### src/rtl/delay_sequencer.sv
// delay_sequencer: issues start pulses to the countdown delay block, counts
// its completion pulses over STEPS rounds and reports the end of the
// sequence. A per-round watchdog flags a delay block that never answers.
module delay_sequencer #(
  parameter int unsigned     STEPS   = 4,
  parameter int unsigned     TO_W    = 25,
  parameter logic [TO_W-1:0] TIMEOUT = 25'd20000000
) (
  input  logic       clk,
  input  logic       rst,
  input  logic       go,
  input  logic       done_in,
  output logic       start_out,
  output logic       busy,
  output logic       step_done,
  output logic       seq_done,
  output logic       timeout_err,
  output logic [7:0] step_idx
);

  typedef enum logic [1:0] {IDLE, FIRE, WAIT, ERR} state_t;

  localparam logic [7:0]      LAST_STEP = 8'(STEPS);
  // Watchdog value seen in the final WAIT cycle a round is allowed.
  localparam logic [TO_W-1:0] WD_LAST   = TIMEOUT - TO_W'(1);

  state_t          state, state_nx;
  logic [TO_W-1:0] watchdog, watchdog_nx;
  logic            done_q;
  logic            done_edge;
  logic            start_nx, busy_nx, step_done_nx, seq_done_nx, err_nx;
  logic [7:0]      step_idx_nx;

  // A done pulse of any length yields one edge, and a level already high
  // when a round starts is ignored until it has been seen low.
  assign done_edge = done_in & ~done_q;

  // Next-state and next-output decode; every output is registered below.
  always_comb begin
    // NOTE: every signal gets its hold/idle value first so no path through
    // the case leaves one unassigned, which would infer a latch.
    state_nx     = state;
    watchdog_nx  = watchdog;
    step_idx_nx  = step_idx;
    err_nx       = timeout_err;
    step_done_nx = 1'b0;
    seq_done_nx  = 1'b0;

    case (state)
      IDLE, ERR: begin
        if (go) begin
          step_idx_nx = 8'd0;
          err_nx      = 1'b0;
          state_nx    = FIRE;
        end
      end
      FIRE: begin
        watchdog_nx = '0;
        state_nx    = WAIT;
      end
      WAIT: begin
        watchdog_nx = watchdog + TO_W'(1);
        // The edge is tested first so an answer in the expiry cycle wins.
        if (done_edge) begin
          step_done_nx = 1'b1;
          step_idx_nx  = step_idx + 8'd1;
          if (step_idx + 8'd1 == LAST_STEP) begin
            seq_done_nx = 1'b1;
            state_nx    = IDLE;
          end else begin
            state_nx = FIRE;
          end
        end else if (watchdog == WD_LAST) begin
          err_nx   = 1'b1;
          state_nx = ERR;
        end
      end
    endcase

    // Outputs follow the state being entered, so they appear together with
    // it after the clock edge.
    start_nx = (state_nx == FIRE);
    busy_nx  = (state_nx == FIRE) || (state_nx == WAIT);
  end

  // State, watchdog, done history and registered outputs.
  always_ff @(posedge clk) begin
    // NOTE: non-blocking assignments so every register samples the values
    // from before this edge, independent of statement order.
    if (rst) begin
      state       <= IDLE;
      watchdog    <= '0;
      done_q      <= 1'b0;
      start_out   <= 1'b0;
      busy        <= 1'b0;
      step_done   <= 1'b0;
      seq_done    <= 1'b0;
      timeout_err <= 1'b0;
      step_idx    <= 8'd0;
    end else begin
      state       <= state_nx;
      watchdog    <= watchdog_nx;
      done_q      <= done_in;
      start_out   <= start_nx;
      busy        <= busy_nx;
      step_done   <= step_done_nx;
      seq_done    <= seq_done_nx;
      timeout_err <= err_nx;
      step_idx    <= step_idx_nx;
    end
  end

endmodule

### config.mk
export PLATFORM = sky130hd
export DESIGN_NAME = delay_sequencer
export DESIGN_NICKNAME = d
export VERILOG_FILES = /design/src/rtl/delay_sequencer.sv
export SDC_FILE = /design/constraint.sdc
export NUM_CORES = 1
export LEC_CHECK = 0
export CAP_MARGIN = 10
export CORE_ASPECT_RATIO = 1.75
export CORE_MARGIN = 2
export CORE_UTILIZATION = 45
export DETAILED_ROUTE_END_ITERATION = 10
export GPL_TIMING_DRIVEN = 0
export PLACE_DENSITY = 0.68
export SLEW_MARGIN = 20
export SYNTH_ARGS = -nofsm -noshare
export SYNTH_HDL_FRONTEND = slang
export SYNTH_SLANG_ARGS = --single-unit
### constraint.sdc
create_clock -name clk -period 3.16 [get_ports clk]
set_input_delay 0.632 -clock clk [delete_from_list [all_inputs] [get_ports clk]]
set_output_delay 0.632 -clock clk [all_outputs]
set_load 0.02 [all_outputs]
# ---- Word-level counts from Yosys, hierarchy flattened
# Index checks and enable logic that the tools add are counted.
# Widths: inputs -> output; s select.
dict set report classes {
  add_sub_neg 2
  n_mul 0
  div_mod_pow 0
  order_cmp 0
  eq_ne 11
  shifts 0
  n_mux 15
  bitwise_logic 4
  reduce_logical 9
}
# cell n
set ops {}
lappend ops {{$pmux 25 s2} 1}
lappend ops {{$add 25x1->25 const B} 1}
lappend ops {{$eq 25x25->1 const B} 1}
lappend ops {{$mux 8} 2}
lappend ops {{$pmux 8 s2} 1}
lappend ops {{$add 8x1->8 const B} 1}
lappend ops {{$eq 8x3->1 const B} 1}
lappend ops {{$ne 2x2->1 const B} 4}
lappend ops {{$eq 2x2->1 const B} 3}
lappend ops {{$mux 1} 6}
lappend ops {{$mux 2} 3}
lappend ops {{$pmux 2 s3} 1}
lappend ops {{$eq 2x1->1 const B} 2}
lappend ops {{$reduce_and 4->1} 1}
lappend ops {{$reduce_bool 2->1} 2}
lappend ops {{$reduce_or 2->1} 2}
lappend ops {{$not 1->1} 3}
lappend ops {{$reduce_and 3->1} 1}
lappend ops {{$reduce_or 3->1} 1}
lappend ops {{$logic_not 2->1} 1}
lappend ops {{$pmux 1 s2} 1}
lappend ops {{$and 1x1->1} 1}
lappend ops {{$logic_or 1x1->1} 1}
dict set report totals {
  regBits 41
  latchBits 0
  ram_bits 0
  mem_bits_ro 0
  inputBits 4
  word_cells 50
  n_memories 0
}

# ---- Longest topological paths before layout
# Gate-level depths: netlist of run 1.
dict set report depth {
  depth_word 7
  depth_mapped 9
}

# ---- Least setup slack after synthesis of run 1
# OpenSTA, ideal clock, no wires.
dict set report synth_timing {
  kind {reg2reg}
  startpoint {register state[0]}
  endpoint {register watchdog[21]}
  setup_ps 70
  t_arrival_ps 1979
  t_required_ps 3090
  slack_ps 1111
  stages_incl_launch_ff 7
  path_buffers 0
  synth_period_minus_slack_ps 2049
  path_cell_list {dfxtp_1 -> inv_1 -> ha_1 -> nand4b_2 -> or4_4 -> or4_1 -> a21oi_1}
}
dict set report synth_via {
  elab_chain_cells 2
  elab_cells_between_ends 4
}
# item line_no
set synth_rtl {}
lappend synth_rtl {{from (decl)} 27} ;# state_t state, state_nx;
lappend synth_rtl {{from (signal assigned)} 101} ;# state <= state_nx;
lappend synth_rtl {{$eq 2x2->1 or $eq 2x1->1 (tied branches)} 49} ;# case (state)
lappend synth_rtl {{$pmux 25 s2 or $reduce_bool 2->1 (tied branches)} -}
lappend synth_rtl {{to (signal assigned)} 102} ;# watchdog <= watchdog_nx;
lappend synth_rtl {{to (decl)} 28} ;# logic [TO_W-1:0] watchdog, watchdog_nx;
# Parallel ways exist; a longest one is shown, timed or not.
# A chain may end at the register's enable or synchronous reset.

# ---- Worst setup path after layout of run 1
dict set report layout_timing {
  startpoint {input port go}
  endpoint {register step_idx[4]}
}
dict set report layout_via {
  elab_chain_cells 2
}
# item line_no
set layout_rtl {}
lappend layout_rtl {{from (decl)} 11} ;# input logic go,
lappend layout_rtl {{$ne 2x2->1 (no line)} -}
lappend layout_rtl {{$reduce_and 3->1 (no line)} -}
lappend layout_rtl {{to (signal assigned)} 109} ;# step_idx <= step_idx_nx;
lappend layout_rtl {{to (decl)} 18} ;# output logic [7:0] step_idx
# Every way passes these cells.

==> metrics.cfg, run 1 <==
[grt]
grt_pass1_wl_um=7310
grt_overflow=0
grt_pass1_vias=1603
track_usage_pct=19.4
grt_max_degree=13
antenna_found_initial=0

[detailed_routing]
drtPass1Iterations=4
drt_iter0_drc=58
wl_um=4380
antenna_left=0
wl_per_cell_um=14.2
avgViaCountPerCell=5.87
num_vias=1807
drc=0

[sta]
min_period_ns=2.37
slew-limit-headroom_pct=42.5
hold_violations=0
fin_crit_sh_pct=75.1
final_max_slew_viol_count=0
rsz0062_at_grt=false
postLayoutSetupSlackWorst_ns=0.787
setup_viol=0
skew_ns=0.00553
fmax_mhz=421
tns_ns=0
worst_pin_slew_ns=0.857

[worst_setup_path]
required_ns=3.33
cp_slowest_cell=a211oi_1
cp_data_arrival_time_ns=2.54
ff2ff_path_depth=7
cp_cell_sequence=clkdlybuf4s50_1 -> nor2b_1 -> clkbuf_1 -> a211oi_1 -> o311a_1 -> nor3_1
cp-start-kind=input port
critPathKind=input port to flip-flop
r2r_end=step_idx[4]
crit_end=step_idx[4]
startpoint=go
critPathCaptureType=flip-flop
path_max_fanout=8
r2r_start=state[0]
ff2ff_setup_slack_ns=0.85
cpPeakStageDelay_ns=0.77

[floorplanning]
dieArea_um2=5010
num_io_pins=17
die_width_um=54.4
rows=32
core_region_area_um2=4320
dieHeight_um=92.1
start_util_pct=46.2

[logic_synthesis]
postSynthCellCount=233
synth_area_leaders=dfxtp_1 41%, a21oi_1 5.0%, nor2_1 3.6%, nand2_1 3.2%, ha_1 3.1%
ys_ff_latch=41
netlist_top_cells_count=41 x dfxtp_1, 20 x a21oi_1, 19 x nor2_1
ys.flop_type=dfxtp_1
synth_top_cell_area_share_pct=41.1
synth_edf_count=0
yosysSeqAreaShare_pct=41.1
yosysMostFrequentCell=dfxtp_1
synthesis.area_um2=2000
synthArstFlopShare_pct=0
ys_types=45
synth_top_area_cell=dfxtp_1
yosysWarnings=0
postSynthAreaPerCell_um2=8.57
synth_fp_nets=242

[power_and_ir_drop]
combPwrFrac_pct=27.8
finalPower_uw=1240
peakVddDrop_uv=415
power.density_nw_per_um2=537
p_switching_uw=407
power_leakage_uw=0.000765
internal-power_uw=830
seqPwrFrac_pct=45.5
clkPwrFrac_pct=26.7
p_sw_share_pct=32.9

[cells_and_area]
nNetsFinal=265
final_area_um2=2300
fillers=408
drive_above_1_share_pct=5.84
synthToLayoutAreaGrowth_pct=15.4
antenna_cells=0

[cts]
post_cts_buffers=0
clk_path_buf_depth=2
cts-root-buf=clkbuf_8
clkTransAtPathRegs_ns=0.08
ctsResizeCount=0
h-tree-depth=2
clock_latency_ns=0.29
numClockSinks=41
tritoncts=built
cts_buffers=5
hold_buffers=0

[place]
portBuffers=16
dp_hpwl_um=3160
routabilityCongestion=0.812
pre_cts_ws_ns=0.561
placed_cell_area_um2=2220

[job]
cap_violations=0

[run_status]
status=finished, final reports clean

[hold_path]
hold_path.class=flip-flop to flip-flop
worstHoldStart=timeout_err

==> layout by cell type, fill, tap and decap left out, drive strengths merged, types with 2 or more instances in the layout <==
cell type,count
and4,3
a21oi,20
a311oi,2
o311a,5
clkdlybuf4s50,16
nand2b,2
or3,9
nor3,7
nor2b,5
inv,9
clkbuf,13
a211oi,2
xnor2,5
dfxtp,41
a211o,2
nor4b,3
buf,2
nand2,18
or4,7
o31ai,7
nand3b,3
nor4,2
a41oi,2
ha,5
xor2,4
and3,4
clkinv,2
nand3,11
and2,2
nand4,6
o21ai,11
nor2,19
==> layout make-up <==
class / instances / area, um2 / share of cell area, %
Clock inverter: 2 / 10.0 / 0.435
Inverter: 9 / 33.8 / 1.47
Clock buffer: 6 / 72.6 / 3.15
Timing Repair Buffer: 16 / 160 / 6.95
Multi-Input combinational cell: 174 / 1100 / 47.7
Sequential cell: 41 / 821 / 35.6
Tap cell: 51 / 63.8 / 2.77
Buffer: 9 / 42.5 / 1.85
==> state kept, by name, indices dropped and copies added, names as in the netlist <==
register,flops
watchdog,25
busy,1
step_idx,8
seq_done,1
step_done,1
start_out,1
done_q,1
state,2
timeout_err,1
==> worst min path at each step <==
stage / slack (ns) / to / depth (start not counted)
2_1_floorplan: 0.45 / watchdog[24] / 2
3_3_place_gp: 0.46 / watchdog[24] / 2
3_5_place_dp: 0.47 / timeout_err / 1
4_1_cts: 0.49 / watchdog[24] / 2
5_1_grt: 0.50 / timeout_err / 1
6_report: 0.49 / timeout_err / 1
==> metrics by stage <==
stage | std cells | hold WS (ns) | utilization [%]
floorplan | 233 | 0.447 | -
global placement | 300 | 0.465 | 51.4
detailed placement | 300 | 0.471 | 51.4
CTS | 308 | 0.487 | 53.3
global route | 308 | 0.503 | 53.3
finish | 308 | 0.491 | 53.3
==> worst max-delay path: cells and delay by family <==
| family | cells | cell delay, ns |
|---|---|---|
| buffers and inverters | 2 | 0.74 |
| AO/OA/AOI/OAI | 2 | 1.06 |
| AND/OR/NAND/NOR | 2 | 0.10 |
==> logic make-up (layout without fill, tap and decap cells) <==
| family | after synthesis | after routing | share of synthesized area (%) |
|---|---|---|---|
| flip-flops | 41 | 41 | 41.1 |
| AND/OR/NAND/NOR | 104 | 104 | 29.6 |
| AO/OA/AOI/OAI | 55 | 55 | 17.9 |
| multiplexers | 1 | 1 | 0.501 |
| XOR/XNOR | 9 | 9 | 3.95 |
| adder cells (fa/ha/maj) | 5 | 5 | 3.13 |
| buffers and inverters | 18 | 42 | 3.82 |
==> routing by layer <==
layer  track usage [%]  wire, um  share of wire [%]
met1              22.3      1860                 43
met2              32.7      2280                 52
met3              3.42       128                2.9
met4              9.58       108                2.5
met5                 0         0                  0
==> power groups by stage <==
stage	combinational, uW	sequential [uW]	clock [uW]
3_5_place_dp	339	574	0
2_1_floorplan	239	584	0
4_1_cts	342	562	347
5_1_grt	386	567	361
3_3_place_gp	342	575	0
6_report	344	562	330
Note: power is estimated with default switching activity, not from simulation.
==> inputs of run 2 (changes only) <==
clock period = 2.45 ns   (was 3.16 ns; I/O delays follow)
==> results of run 2 <==
Same layout as run 1 (identical final DEF). Status: finished, final reports clean.
Main changes from that run: setup slack after placement 0.561 ns -> -0.00700 ns; setup slack after layout 0.787 ns -> 0.144 ns; start point of the critical path go -> state[0]; register-to-register setup slack 0.85 ns -> 0.14 ns; total power 1240 uW -> 1600 uW; worst IR drop on VDD 415 uV -> 535 uV
